===== config.mk =====
export PLATFORM = sky130hd
export DESIGN_NAME = writeback_stage
export DESIGN_NICKNAME = d
export VERILOG_FILES = /design/src/rtl/wb_pkg.sv /design/src/rtl/load_extend.sv /design/src/rtl/writeback_stage.sv
export SDC_FILE = /design/constraint.sdc
export NUM_CORES = 1
export LEC_CHECK = 0
export BUFFER_PORTS_ARGS = -buffer_cell sky130_fd_sc_hd__buf_2
export CORE_ASPECT_RATIO = 0.9
export CORE_UTILIZATION = 32
export CTS_CLUSTER_DIAMETER = 30
export DETAILED_ROUTE_END_ITERATION = 7
export PLACE_DENSITY_LB_ADDON = 0.1
export SYNTH_ARGS = -nofsm -noshare
export SYNTH_HDL_FRONTEND = slang
export SYNTH_SLANG_ARGS = --single-unit

===== constraint.sdc =====
create_clock -name clk -period 35.7 [get_ports clk]
set_input_delay 3.57 -clock clk [delete_from_list [all_inputs] [get_ports clk]]
set_output_delay 3.57 -clock clk [all_outputs]
set_load 0.02 [all_outputs]

===== src/rtl/wb_pkg.sv =====
// Shared types for the writeback stage: result-source and load-size encodings,
// the control half of a buffered MEM/WB bundle, and the load-size clamp helper.
package wb_pkg;

  localparam int WB_DEFAULT_REG_WIDTH  = 32;
  localparam int WB_DEFAULT_REG_COUNT  = 32;
  localparam int WB_DEFAULT_FIFO_DEPTH = 2;
  localparam int WB_DEFAULT_CNT_WIDTH  = 64;

  typedef enum logic [1:0] {
    WB_ALU    = 2'd0,
    WB_MEM    = 2'd1,
    WB_PC_RET = 2'd2,
    WB_AUX    = 2'd3
  } wb_src_e;

  typedef enum logic [1:0] {
    LD_B = 2'd0,
    LD_H = 2'd1,
    LD_W = 2'd2,
    LD_D = 2'd3
  } ld_size_e;

  // Width-independent part of a bundle; the data fields are sized by the top.
  typedef struct packed {
    logic     wen;
    wb_src_e  src;
    ld_size_e size;
    logic     is_unsigned;
  } wb_ctrl_t;

  // A doubleword load on a 32-bit datapath behaves as a word load.
  function automatic ld_size_e clamp_size(input ld_size_e size, input int reg_width);
    return ((size == LD_D) && (reg_width < 64)) ? LD_W : size;
  endfunction

endpackage


===== src/rtl/load_extend.sv =====
// Load data extraction: shift the aligned memory word down to the addressed byte,
// keep 8/16/32/64 bits and sign- or zero-extend to the datapath width.
module load_extend
  import wb_pkg::*;
#(
  parameter int  REG_WIDTH = WB_DEFAULT_REG_WIDTH,
  localparam int OFF_BITS  = $clog2(REG_WIDTH / 8)
) (
  input  logic [REG_WIDTH-1:0] mem_word,
  input  logic [OFF_BITS-1:0]  offset,
  input  ld_size_e             size,
  input  logic                 is_unsigned,
  output logic [REG_WIDTH-1:0] data
);

  logic [REG_WIDTH-1:0] shifted;
  logic [REG_WIDTH-1:0] mask;
  logic [REG_WIDTH-1:0] sign_bit;
  logic                 negative;

  // NOTE: every variable gets a default at the top of the block so no path
  // through the case leaves it unassigned, which would infer a latch.
  always_comb begin
    shifted  = mem_word >> {offset, 3'b000};
    mask     = '1;
    unique case (clamp_size(size, REG_WIDTH))
      LD_B:    mask = REG_WIDTH'(8'hFF);
      LD_H:    mask = REG_WIDTH'(16'hFFFF);
      LD_W:    mask = REG_WIDTH'(32'hFFFF_FFFF);
      default: mask = '1;
    endcase
    // The highest set bit of the mask marks the sign position of the loaded value.
    sign_bit = mask & ~(mask >> 1);
    negative = !is_unsigned && |(shifted & sign_bit);
    data     = (shifted & mask) | (negative ? ~mask : '0);
  end

endmodule


===== src/rtl/writeback_stage.sv =====
// RISC-V writeback stage: buffers MEM/WB bundles in a small FIFO, selects and
// extends the result at the head, registers one register-file write per cycle.
module writeback_stage
  import wb_pkg::*;
#(
  parameter int  REG_WIDTH  = WB_DEFAULT_REG_WIDTH,
  parameter int  REG_COUNT  = WB_DEFAULT_REG_COUNT,
  parameter int  FIFO_DEPTH = WB_DEFAULT_FIFO_DEPTH,
  parameter int  CNT_WIDTH  = WB_DEFAULT_CNT_WIDTH,
  localparam int REG_BITS   = $clog2(REG_COUNT)
) (
  input  logic                 clk,
  input  logic                 rst,
  input  logic                 in_valid,
  output logic                 in_ready,
  input  logic                 in_wen,
  input  logic [REG_BITS-1:0]  in_rd,
  input  logic [REG_WIDTH-1:0] in_alu,
  input  logic [REG_WIDTH-1:0] in_mem,
  input  logic [REG_WIDTH-1:0] in_pc_ret,
  input  logic [REG_WIDTH-1:0] in_aux,
  input  logic [1:0]           in_src,
  input  logic [1:0]           in_size,
  input  logic                 in_unsigned,
  input  logic                 stall,
  input  logic                 flush,
  output logic                 write_en,
  output logic [REG_BITS-1:0]  write_reg,
  output logic [REG_WIDTH-1:0] write_data,
  output logic                 fwd_valid,
  output logic [CNT_WIDTH-1:0] retired
);

  localparam int PTR_BITS = $clog2(FIFO_DEPTH);
  localparam int OCC_BITS = PTR_BITS + 1;
  localparam int OFF_BITS = $clog2(REG_WIDTH / 8);

  typedef struct packed {
    wb_ctrl_t             ctrl;
    logic [REG_BITS-1:0]  rd;
    logic [REG_WIDTH-1:0] alu;
    logic [REG_WIDTH-1:0] mem;
    logic [REG_WIDTH-1:0] pc_ret;
    logic [REG_WIDTH-1:0] aux;
  } wb_entry_t;

  wb_entry_t            fifo_q [FIFO_DEPTH];
  wb_entry_t            in_entry;
  wb_entry_t            head;

  logic [PTR_BITS-1:0]  wr_ptr_q, wr_ptr_d;
  logic [PTR_BITS-1:0]  rd_ptr_q, rd_ptr_d;
  logic [OCC_BITS-1:0]  count_q, count_d;
  logic                 write_en_q, write_en_d;
  logic [REG_BITS-1:0]  write_reg_q, write_reg_d;
  logic [REG_WIDTH-1:0] write_data_q, write_data_d;
  logic [CNT_WIDTH-1:0] retired_q, retired_d;

  logic                 full;
  logic                 empty;
  logic                 push;
  logic                 pop;
  logic [REG_WIDTH-1:0] ld_data;
  logic [REG_WIDTH-1:0] result;

  assign full     = (count_q == OCC_BITS'(FIFO_DEPTH));
  assign empty    = (count_q == '0);
  assign in_ready = !full;
  // Flush outranks both the incoming bundle and a pending commit.
  assign push     = in_valid && !full && !flush;
  assign pop      = !empty && !stall && !flush;

  always_comb begin
    in_entry.ctrl.wen         = in_wen;
    in_entry.ctrl.src         = wb_src_e'(in_src);
    in_entry.ctrl.size        = ld_size_e'(in_size);
    in_entry.ctrl.is_unsigned = in_unsigned;
    in_entry.rd               = in_rd;
    in_entry.alu              = in_alu;
    in_entry.mem              = in_mem;
    in_entry.pc_ret           = in_pc_ret;
    in_entry.aux              = in_aux;
  end

  assign head = fifo_q[rd_ptr_q];

  load_extend #(
    .REG_WIDTH (REG_WIDTH)
  ) u_load_extend (
    .mem_word    (head.mem),
    .offset      (head.alu[OFF_BITS-1:0]),
    .size        (head.ctrl.size),
    .is_unsigned (head.ctrl.is_unsigned),
    .data        (ld_data)
  );

  always_comb begin
    result = head.alu;
    unique case (head.ctrl.src)
      WB_ALU:    result = head.alu;
      WB_MEM:    result = ld_data;
      WB_PC_RET: result = head.pc_ret;
      WB_AUX:    result = head.aux;
      default:   result = head.alu;
    endcase
  end

  always_comb begin
    wr_ptr_d     = wr_ptr_q;
    rd_ptr_d     = rd_ptr_q;
    count_d      = count_q;
    write_en_d   = 1'b0;
    write_reg_d  = write_reg_q;
    write_data_d = write_data_q;
    retired_d    = retired_q;

    if (flush) begin
      wr_ptr_d = '0;
      rd_ptr_d = '0;
      count_d  = '0;
    end else begin
      if (push) begin
        wr_ptr_d = wr_ptr_q + PTR_BITS'(1);
      end
      if (pop) begin
        rd_ptr_d     = rd_ptr_q + PTR_BITS'(1);
        write_en_d   = head.ctrl.wen && (head.rd != '0);
        write_reg_d  = head.rd;
        write_data_d = result;
        retired_d    = retired_q + CNT_WIDTH'(1);
      end
      unique case ({push, pop})
        2'b10:   count_d = count_q + OCC_BITS'(1);
        2'b01:   count_d = count_q - OCC_BITS'(1);
        default: count_d = count_q;
      endcase
    end
  end

  // NOTE: state registers use non-blocking assignments so every flop samples
  // the pre-edge value of the others, independent of statement order.
  always_ff @(posedge clk or posedge rst) begin
    if (rst) begin
      wr_ptr_q     <= '0;
      rd_ptr_q     <= '0;
      count_q      <= '0;
      write_en_q   <= 1'b0;
      write_reg_q  <= '0;
      write_data_q <= '0;
      retired_q    <= '0;
    end else begin
      wr_ptr_q     <= wr_ptr_d;
      rd_ptr_q     <= rd_ptr_d;
      count_q      <= count_d;
      write_en_q   <= write_en_d;
      write_reg_q  <= write_reg_d;
      write_data_q <= write_data_d;
      retired_q    <= retired_d;
    end
  end

  // NOTE: the entry storage has no reset; occupancy alone decides which slots
  // are meaningful, so resetting the array would only cost flops and routing.
  always_ff @(posedge clk) begin
    if (push) begin
      fifo_q[wr_ptr_q] <= in_entry;
    end
  end

  assign write_en   = write_en_q;
  assign write_reg  = write_reg_q;
  assign write_data = write_data_q;
  assign fwd_valid  = write_en_q;
  assign retired    = retired_q;

endmodule


# After elaboration in Yosys (flattened, before gate mapping)
# Memory sizes are Yosys's and may differ from the RTL's.
# Index checks and enable logic that the tools add are counted.
totals:
  regBits: 106
  ram_bits: 278
  input_bits: 144
  output_inout_bits: 104
  word_cells: 63
  mem_count: 1
classes:
  add_sub_neg: 5
  n_eq_ne: 8
  shifts: 1
  mux: 14
  bitwise: 7
  n_reduce_logical: 20
mem_list:
  columns: ["memory", "depth", "word_bits", "rd", "rd_ports_with_merged_regs", "write_ports", "line", "text"]
  rows:
  - ["fifo_q", 2, 139, 1, 0, 1, "writeback_stage.sv:47", "wb_entry_t fifo_q [FIFO_DEPTH];"]
ops:
  columns: ["operator", "count"]
  rows:
  - ["32-bit case mux with 4 select lines", 1]
  - ["32-bit AND", 3]
  - ["64-bit by 1-bit adder with 64-bit output (second input constant)", 1]
  - ["32-bit case mux with 2 select lines", 1]
  - ["32-bit 2-to-1 mux", 1]
  - ["31-bit inverter with 32-bit output", 1]
  - ["32-bit inverter", 1]
  - ["32-bit bitwise OR", 1]
  - ["32-bit OR reduction", 1]
  - ["32-bit by 5-bit right shift with 32-bit output", 1]
  - ["2-bit equality test (second input constant)", 5]
  - ["1-bit 2-to-1 mux", 8]
  - ["2-bit by 1-bit equality test with 1-bit output (second input constant)", 3]
  - ["1-bit logical AND", 6]
  - ["2-bit zero test", 3]
  - ["1-bit zero test", 5]
  - ["5-bit nonzero test", 1]
  - ["2-bit 2-to-1 mux", 2]
  - ["2-bit case mux with 2 select lines", 1]
  - ["2-bit nonzero test", 2]
  - ["3-bit nonzero test", 1]
  - ["1-bit adder (second input constant)", 2]
  - ["2-bit by 1-bit adder with 2-bit output (second input constant)", 1]
  - ["2-bit AND reduction", 1]
  - ["2 further kinds", 2]

# Longest topological paths before layout
# Gate-level depths: netlist of the first run.
# An unclocked memory read counts as a cell.
depth:
  word_depth: 13
  depth_mapped: 10
  mapped_depth_nobuf: 5

# Cells and area by module
# From an unflattened synthesis of the first run, not the netlist that was laid out.
hier_totals:
  cells_unflattened: 1154
  hier_area_um2: 16198.0
modules_own_cells:
  columns: ["module", "n_inst", "cells_each", "area_per_inst_um2", "seq_area_each_um2"]
  rows:
  - ["writeback_stage", 1, 1035, 15289.7, 11000.6]
  - ["load_extend", 1, 119, 908.4, 0.0]

# Least setup slack after synthesis of the first run
# Ideal clock, no wire load.
synth_path:
  path_kind: "input port to flip-flop"
  from: "input port flush"
  to: "memory fifo_q[1][0] in the netlist's numbering, enable pin"
  setup_time_ns: 0.836
  arrival_time_ns: 13.868
  required_ns: 34.864
  path_slack_ns: 20.995
  cell_stages: 2
  path_buffers: 1
  path_cell_list: "clkbuf_1 > nor3b_1"
synth_between:
  elab_chain_cells: 4
synth_rtl:
  columns: ["element", "line", "text"]
  rows:
  - ["start, declared", "writeback_stage.sv:26", "input logic flush,"]
  - ["1-bit zero test", "writeback_stage.sv:70", "assign push = in_valid && !full && !flush;"]
  - ["1-bit logical AND", "writeback_stage.sv:70", null]
  - ["1-bit 2-to-1 mux", "writeback_stage.sv:165", "if (push) begin"]
  - ["1-bit 2-to-1 mux (not written as such)", "writeback_stage.sv:166", "fifo_q[wr_ptr_q] <= in_entry;"]
  - ["end, declared", "writeback_stage.sv:47", null]
# Every way passes these cells.

# Worst setup path in the final report of the first run
layout_path:
  from: "input port stall"
  to: "register retired_q[56] (netlist: retired[56])"
layout_between:
  elab_chain_cells: 4
layout_rtl:
  columns: ["element", "line", "text"]
  rows:
  - ["start, declared", "writeback_stage.sv:25", "input logic stall,"]
  - ["1-bit zero test", "writeback_stage.sv:71", "assign pop = !empty && !stall && !flush;"]
  - ["1-bit logical AND (2 in series)", "writeback_stage.sv:71", null]
  - ["2-bit AND reduction (no line)", null, null]
  - ["end signal, assigned", "writeback_stage.sv:158", "retired_q <= retired_d;"]
  - ["end, declared", "writeback_stage.sv:57", "logic [CNT_WIDTH-1:0] retired_q, retired_d;"]
# Every way passes these cells.
# A chain may end at the register's enable or synchronous reset.

==> results of run 1 <==
cell families (layout without fill, tap and decap cells):
group	count (synthesis)	after routing	share of synthesized area [%]
AO/OA/AOI/OAI	191	191	7.923
XOR/XNOR	66	66	3.585
adder cells (fa/ha/maj)	1	1	0.07759
buffers and inverters	61	448	1.622
flip-flops	384	384	68.22
multiplexers	162	162	10.30
other	0	1	0
AND/OR/NAND/NOR	255	255	8.272
cell usage after synthesis (all sizes together), types with 3 or more instances:
cell type and count:
mux2i 134, a22oi 7, nand3 35, nor4 7
xnor2 41, nand4 19, xor2 25, o31a 5
o211ai 5, dfrtp 106, and2 5, o32ai 3
a22o 10, mux2 28, a221oi 3, nand2 69
nor3b 3, buf 25, a31oi 5, or4 3
edfxtp 278, o221ai 3, o21ai 57, and3 12
o311ai 14, nor2b 23, a21oi 31, nand2b 10
nor3 21, a211oi 29, nand3b 3, clkbuf 30
nor2 35, inv 6, and4 5
layout make-up:
class,count,area share (%)
clock buffer,117,12.25
timing repair buffer,258,6.220
sequential,384,50.94
inverter,6,0.1158
antenna,1,0.01158
clock inverter,67,3.892
multi-input combinational,675,22.68
tap,671,3.886
worst max-delay path: cells and delay by family:
| kind | cells | cell delay, ns |
|---|---|---|
| buffers and inverters | 1 | 0.14 |
| and+or+nand+nor | 3 | 1.62 |
| xor gates and xnor gates | 1 | 0.19 |
| AOI/OAI and AO/OA | 1 | 0.29 |
cells in the final DEF (no fill, tap or decap), types with 20 or more instances in the layout:
cell type	count
buf_2	247
o21ai_0	40
clkinv_2	22
a211oi_1	29
xor2_1	25
nor3_1	20
nand2_1	68
clkbuf_16	101
nand3_1	35
mux2i_1	132
a21oi_1	31
nor2b_1	23
dfrtp_1	105
edfxtp_1	278
xnor2_1	41
mux2_2	23
nor2_1	35
power by group through the flow:
stage / registers [mW] / clock network [mW] / logic [mW]
2_1_floorplan: 0.555 / 0 / 0.0617
3_5_place_dp: 0.541 / 0 / 0.131
6_report: 0.533 / 0.919 / 0.128
4_1_cts: 0.534 / 0.936 / 0.131
3_3_place_gp: 0.540 / 0 / 0.131
5_1_grt: 0.536 / 0.959 / 0.140
metal layers:
metal	wire [um]	up-vias
li1	-	4950
met1	20370	5276
met2	20880	295
met3	2438	79
met4	965	0
met5	0	-
worst paths after layout:
path / endpoint / cells past startpoint / start / slack, ns
max in group asynchronous: rd_ptr_q$_DFFE_PP0P_ / 3 / rst / 31.34
worst max register to register: write_data[15]$_DFFE_PP0P_ / 6 / rd_ptr_q$_DFFE_PP0P_ / 31.80
worst min-delay path: retired[63]$_DFFE_PP0P_ / 1 / retired[63]$_DFFE_PP0P_ / 0.47
worst max-delay path: retired[56]$_DFFE_PP0P_ / 6 / stall / 30.39
min in group asynchronous: retired[54]$_DFFE_PP0P_ / 2 / rst / 3.08
worst min register to register: retired[63]$_DFFE_PP0P_ / 1 / retired[63]$_DFFE_PP0P_ / 0.47
==> results.yml, run 1 <==
status:
  outcome: "completed"
placed_design:
  dpl-instance-area_um2: 18110
  gp_congestion: 0.7618
  dp_cells: 1994
  hpwl_mm: 28.90
  io_buffers: 247
  pre_cts_ws_ns: 29.72
synthesis:
  synth-async-reset-ratio_pct: 27.60
  synthTopCellsByArea: "edfxtp_1, dfrtp_1, mux2i_1"
  synth-seq-cells: 384
  synth_enable_flop_cells: 278
  yosysWarnings: 0
  yosysSeqAreaShare_pct: 68.22
  syn_avg_cell_area_um2: 14.40
  synth.top_cell.area_share_pct: 51.77
  yosys.cell_types.count: 64
  yosysTopAreaCell: "edfxtp_1"
  synth_nets: 1265
  synth_ff_type: "edfxtp_1"
  synthCells: 1120
  syn_area_um2: 16120
layout:
  nets: 1568
  final_area_um2: 21600
  largest_register_ffs: 278
  layout.cells.non_filler: 2179
  seqCellArea_um2: 11000
  fillCellCount: 4580
  layout-drive-gt1-share_pct: 30.33
  top_register: "fifo_q"
  multi_input_area_um2: 4901
  fin_util_pct: 43.71
  syn_to_final_growth_pct: 33.99
clock_tree:
  post_cts.repair.setup_buffers: 0
  cts.hold.buffers_added: 0
  cts_inserted_buffers: 98
  clock_latency_ns: 0.62
  root_buffer: "clkbuf_16"
  cts_tree: "done"
  path_clk_slew_ns: 0.04
  cts.sink_count: 384
  htreeDepth: 3
  cts_buffer_depth: 3
  cts-resized-gates: 0
global_route:
  busiest_layer: "met2"
  antenna_found_initial: 3
  grt_pass1_wl_mm: 66.40
  grt_use_total_pct: 17.46
  grt_max_degree: 140
  grt_pass1_vias: 10800
  grt_use_met1_pct: 23.39
  gr-usage-met2_pct: 27.32
  overflow: 0
  grt.met3_usage_pct: 4.560
worst_setup_path:
  worst_setup_path_end_kind: "register"
  path_cells: "buf_2 -> o21ba_2 -> nand4_1 -> nor4_2 -> nand4_1 -> xnor2_1"
  cpMaxStageDelayCell: "nor4_2"
  critPathMaxStageDelay_ns: 1.10
  crit_required_ns: 36.20
  start_kind: "primary input"
  crit_fanout: 11
  critical_path_class: "in -> reg"
  cp.arrival_ns: 5.81
  timing.critical_path.mode_cell: "nand4_1"
sta:
  setup_viol: 0
  tightest_slew_ns: 1.189
  relSlewSlack_pct: 20.06
  worst_slack_ns: 30.39
  fin_skew_ns: 0.02639
  whs_ns: 0.4706
  rsz0062_at_grt: "no"
  tns_ns: 0
  final_hold_viol_count: 0
  period_share_pct: 14.88
  fmax_ghz: 0.1883
  min_period_ns: 5.312
  slew_violations: 0
floorplanning:
  fp-row-count: 77
  die_x_um: 238.6
  initial_core_util_pct: 32.62
  ioPinCount: 248
  dieArea_um2: 51290
  die_y_um: 215.0
  core_area_um2: 49420
pwr:
  pwr-share-clk_pct: 58.1
  p_int_mw: 1.211
  leakage_nw: 8.526
  power_switching_uw: 369.0
  vdd_drop_max_uv: 38.13
  p_seq_share_pct: 33.7
  sw_frac_of_total_pct: 23.35
  combPwrFrac_pct: 8.1
  powerDensity_nw_per_um2: 73.15
  finalPower_mw: 1.580
drt:
  drc: 0
  via_per_inst: 4.865
  post_drt_wl_per_cell_um: 20.49
  antenna_left: 0
  drt_first_iter_violations: 613
  dr.pass1.iters: 5
  finalWirelength_mm: 44.65
  via_count: 10600
worst_hold_path:
  hp-class: "reg -> reg"
flow_run:
  drv_cap: 0
No activity file was read; power rests on OpenSTA's default activity.
==> run 2, diff against run 1 <==
==> constraint.sdc (replaced) <==
create_clock -name clk -period 5.2 [get_ports clk]
set_input_delay 0.52 -clock clk [delete_from_list [all_inputs] [get_ports clk]]
set_output_delay 0.52 -clock clk [all_outputs]
set_load 0.02 [all_outputs]
==> run 2 against run 1 <==
Net effect:
- non-clock buffer count is 3 higher
- setup slack got worse by 28 ns
- routed wire length is 0.24% lower
- first-iteration DRC count up 9.0%
- core utilization up 0.29 points
- final cell count is essentially flat
- total power grew to 7.0 times the previous value
- cell area up 0.66%
- sequential cell count unchanged
- register-to-register slack got worse by 30 ns
- critical path depth did not move
- count of clock-buffer cells in the layout fell by 3
- critical path type is now reg -> reg
- largest power group unchanged
==> results.yml, run 2 (synthesized netlist as in run 1, its figures left out) <==
clock_tree:
  root_buffer: "clkbuf_16"
  cts_buffer_depth: 3
  cts.sink_count: 384
  cts_inserted_buffers: 95
  cts.hold.buffers_added: 0
  clock_latency_ns: 0.62
  htreeDepth: 3
  post_cts.repair.setup_buffers: 0
  cts_tree: "done"
  cts-resized-gates: 0
  path_clk_slew_ns: 0.04
floorplanning:
  ioPinCount: 248
  initial_core_util_pct: 32.62
  die_y_um: 215.0
  core_area_um2: 49420
  dieArea_um2: 51290
  die_x_um: 238.6
  fp-row-count: 77
drt:
  drc: 0
  antenna_left: 0
  via_per_inst: 4.835
  post_drt_wl_per_cell_um: 20.45
  drt_first_iter_violations: 668
  finalWirelength_mm: 44.55
  dr.pass1.iters: 5
  via_count: 10530
pwr:
  power_switching_mw: 2.527
  sw_frac_of_total_pct: 22.89
  vdd_drop_max_uv: 348.7
  leakage_nw: 8.594
  pwr-share-clk_pct: 58.8
  combPwrFrac_pct: 8.1
  p_seq_share_pct: 33.1
  powerDensity_nw_per_um2: 507.6
  p_int_mw: 8.513
  finalPower_mw: 11.04
global_route:
  grt_use_total_pct: 17.57
  antenna_found_initial: 2
  grt_pass1_wl_mm: 67.15
  grt_pass1_vias: 10840
  grt_max_degree: 134
  overflow: 0
sta:
  tns_ns: 0
  min_period_ns: 3.161
  final_hold_viol_count: 0
  relSlewSlack_pct: 28.63
  fmax_ghz: 0.3163
  rsz0062_at_grt: "no"
  fin_skew_ns: 0.02761
  tightest_slew_ns: 1.069
  whs_ns: 0.07478
  setup_viol: 0
  worst_slack_ns: 2.039
  period_share_pct: 60.79
  slew_violations: 0
layout:
  nets: 1568
  fin_util_pct: 44.00
  layout_common_cells: "edfxtp_1, buf_2, mux2i_1"
  syn_to_final_growth_pct: 34.87
  top_register: "fifo_q"
  final_area_um2: 21750
  final_common_cell: "edfxtp_1"
  seqCellArea_um2: 11000
  layout.cells.non_filler: 2178
  largest_register_ffs: 278
  fillCellCount: 4516
  multi_input_area_um2: 4913
  layout-drive-gt1-share_pct: 30.43
worst_setup_path:
  crit_fanout: 65
  rr_startpoint: "rd_ptr_q$_DFFE_PP0P_"
  cp.arrival_ns: 3.71
  crit_required_ns: 5.75
  r2r_end: "write_data[15]$_DFFE_PP0P_"
  start_kind: "register"
  worstRegToRegCells: 6
  cp-startpoint: "rd_ptr_q$_DFFE_PP0P_"
  rrSetupSlack_ns: 2.04
  worst_setup_path_end_kind: "register"
  critical_path_class: "reg -> reg"
flow_run:
  drv_cap: 0
placed_design:
  gp_congestion: 0.7768
  pre_cts_ws_ns: 1.955
  dpl-instance-area_um2: 18170
  hpwl_mm: 29.72
  dp_cells: 1997
  io_buffers: 247
status:
  outcome: "completed"
worst_hold_path:
  hp-class: "in -> async"
## run 2: changes by cell type in the layout (fill, tap and decap cells not counted), moves of 2 or more
cell	change
clkinv_1	-2
clkinv_4	+6
clkinv_2	-9
clkinvlp_4	-5
clkbuf_16	-5
bufinv_16	+6
buf_12	+2
clkbuf_8	+3
## run 2: how the worst max path moves through the flow
stage	end	slack (ns)	cells past startpoint
floorplan	fifo_q[1][0]$_DFFE_PP_	0.32	4
global placement	write_data[15]$_DFFE_PP0P_	1.98	6
detailed placement	write_data[15]$_DFFE_PP0P_	1.95	6
CTS	write_data[15]$_DFFE_PP0P_	1.94	6
global route	write_data[15]$_DFFE_PP0P_	1.77	6
finish	write_data[15]$_DFFE_PP0P_	2.04	6
## run 2: per-layer routing
| layer | track usage, % | vias up | routed length (um) |
|---|---|---|---|
| li1 | - | 4963 | - |
| met1 | 23.61 | 5192 | 20120 |
| met2 | 27.20 | 292 | 20680 |
| met3 | 4.791 | 83 | 2595 |
| met4 | 6.132 | 0 | 1143 |
| met5 | 0 | - | 0 |
## run 2: power by group through the flow
stage | clock network [mW] | registers, mW | logic (mW)
after floorplan | 0 | 3.78 | 0.425
after global placement | 0 | 3.70 | 0.910
after detailed placement | 0 | 3.71 | 0.915
after CTS | 6.60 | 3.66 | 0.916
after global routing | 6.78 | 3.68 | 0.980
final | 6.49 | 3.65 | 0.897
## run 2: worst max-delay path, stage by stage, from the launching register on
cell      delay (ns)
dfrtp_4         1.01
buf_12          0.43
mux2_2          0.52
o211ai_1        0.17
o221ai_1        0.51
a21boi_1        0.24
o221a_1         0.18
## run 2: final cells by class
| cell class | count | share of cell area (%) |
|---|---|---|
| tap | 671 | 3.861 |
| inverter | 6 | 0.1151 |
| antenna | 2 | 0.02301 |
| timing repair buffer | 261 | 6.398 |
| clock inverter | 65 | 4.637 |
| clock buffer | 114 | 11.77 |
| multi-input combinational | 675 | 22.59 |
| sequential | 384 | 50.60 |
==> run 3, diff against run 2 <==
==> constraint.sdc (replaced) <==
create_clock -name clk -period 2.7 [get_ports clk]
set_input_delay 0.27 -clock clk [delete_from_list [all_inputs] [get_ports clk]]
set_output_delay 0.27 -clock clk [all_outputs]
set_load 0.02 [all_outputs]
==> run 3 against run 2 <==
Net effect:
- combinational power increased by 130%
- critical path depth decreased by 1
- register-to-register slack worse by 1.9 ns
- count of clock-buffer cells in the layout rose by 8
- clock power grew 85%
- critical endpoint is now retired[60]$_DFFE_PP0P_
- largest power group unchanged
==> results.yml, run 3 (synthesized netlist as in run 1, its figures left out) <==
status:
  outcome: "completed"
sta:
  period_share_pct: 94.93
  rsz0062_at_grt: "no"
  setup_viol: 0
  fmax_ghz: 0.3901
  relSlewSlack_pct: 51.85
  final_hold_viol_count: 0
  worst_slack_ns: 0.1368
  min_period_ns: 2.563
  slew_violations: 0
  fin_skew_ns: 0.01699
  whs_ns: 0.05834
  tightest_slew_ns: 0.7189
placed_design:
  io_buffers: 247
  gp_congestion: 0.8362
  pre_cts_ws_ns: 0.1332
  dp_cells: 2041
  hpwl_mm: 32.48
clock_tree:
  root_buffer: "clkbuf_16"
  cts.sink_count: 384
  cts_tree: "done"
  htreeDepth: 3
  cts_inserted_buffers: 98
  clock_latency_ns: 0.61
  cts_buffer_depth: 3
  path_clk_slew_ns: 0.04
drt:
  via_per_inst: 4.802
  via_count: 11400
  dr.pass1.iters: 5
  drt_first_iter_violations: 748
  drc: 0
  finalWirelength_mm: 47.99
  antenna_left: 0
  post_drt_wl_per_cell_um: 20.22
layout:
  layout-drive-gt1-share_pct: 30.04
  final_common_cell: "edfxtp_1"
  fillCellCount: 4452
  syn_to_final_growth_pct: 46.14
  nets: 1762
  top_register: "fifo_q"
  layout.cells.non_filler: 2374
  largest_register_ffs: 278
  layout_common_cells: "edfxtp_1, buf_2, dlygate4sd3_1"
worst_setup_path:
  cpMaxStageDelayCell: "or4_1"
  timing.critical_path.buf_inv: 0
  worst_setup_path_end_kind: "register"
  crit_required_ns: 3.23
  critPathMaxStageDelay_ns: 0.76
  timing.critical_path.mode_cell: "or4_1"
  crit_family: "simple AND/OR/NAND/NOR gates"
  cp.arrival_ns: 3.09
  path_cells: "nand4_1 -> or4_1 -> or4_1 -> nor4_4 -> xor2_1"
  crit_fanout: 7
  critical_path_class: "reg -> reg"
  start_kind: "register"
  rrSetupSlack_ns: 0.14
pwr:
  vdd_drop_max_uv: 549.2
  finalPower_mw: 21.04
  powerDensity_nw_per_um2: 893.0
  leakage_nw: 9.408
floorplanning:
  fp-row-count: 77
  die_x_um: 238.6
  core_area_um2: 49420
  dieArea_um2: 51290
  ioPinCount: 248
  die_y_um: 215.0
  initial_core_util_pct: 32.62
global_route:
  grt_pass1_vias: 11910
  antenna_found_initial: 3
  overflow: 0
  grt_use_total_pct: 18.89
  grt_max_degree: 61
  grt_pass1_wl_mm: 72.77
flow_run:
  drv_cap: 0
worst_hold_path:
  hp-class: "in -> reg"
[run 3: final cells by class]
class	count	area [um2]	share of cell area [%]
flip-flops and latches	384	11000	46.70
inverters	6	26.28	0.1115
multi-input cells	676	4933	20.94
clock inverters	62	784.5	3.329
diodes	2	5.005	0.02124
well taps	671	839.6	3.563
repair buffers	451	3304	14.02
clock buffers	122	2666	11.32
[run 3: where the power goes]
part / total (mW) / switching (mW) / internal (mW)
Sequential: 7.01 / 0.235 / 6.77
Clock: 12.0 / 3.50 / 8.47
Combinational: 2.07 / 1.23 / 0.839
[run 3: final timing paths]
| check | from | endpoint | depth (start not counted) |
|---|---|---|---|
| min in group asynchronous | rst | retired[61]$_DFFE_PP0P_ | 3 |
| worst min-delay path | in_valid | count_q[0]$_DFFE_PP0P_ | 3 |
| worst max register to register | retired[5]$_DFFE_PP0P_ | retired[60]$_DFFE_PP0P_ | 5 |
| worst min register to register | write_reg[1]$_DFFE_PP0P_ | write_reg[1]$_DFFE_PP0P_ | 2 |
| max in group asynchronous | rst | write_data[10]$_DFFE_PP0P_ | 4 |
| worst max-delay path | retired[5]$_DFFE_PP0P_ | retired[60]$_DFFE_PP0P_ | 5 |
[run 3: timing repair]
item                                    in CTS  in global routing
setup buffers                                0                  3
hold endpoints to repair                   301                  0
endpoints found under the setup margin       0                 13
hold buffers                               143                  0
resized for setup                            0                  2
[run 3: per-layer routing]
metal,track usage (%),routed length [um],vias to the layer above
met3,4.342,2135,69
met1,25.39,22080,5662
met2,29.85,22780,294
met4,6.538,998,0
met5,0,0,-
li1,-,-,5374
[run 3: worst register-to-register path: cells and delay by family (launching register included)]
kind	cells	cell delay (ns)
flops	1	0.45
simple gates	4	1.87
xor+xnor	1	0.16
[run 3: stage by stage]
step	util (%)	area (um2)	TNS, ns
floorplan	-	16170	-498.90
global placement	37.68	18620	0
detailed placement	37.68	18620	0
CTS	47.56	23510	0
global route	47.68	23560	0
finish	47.68	23560	0
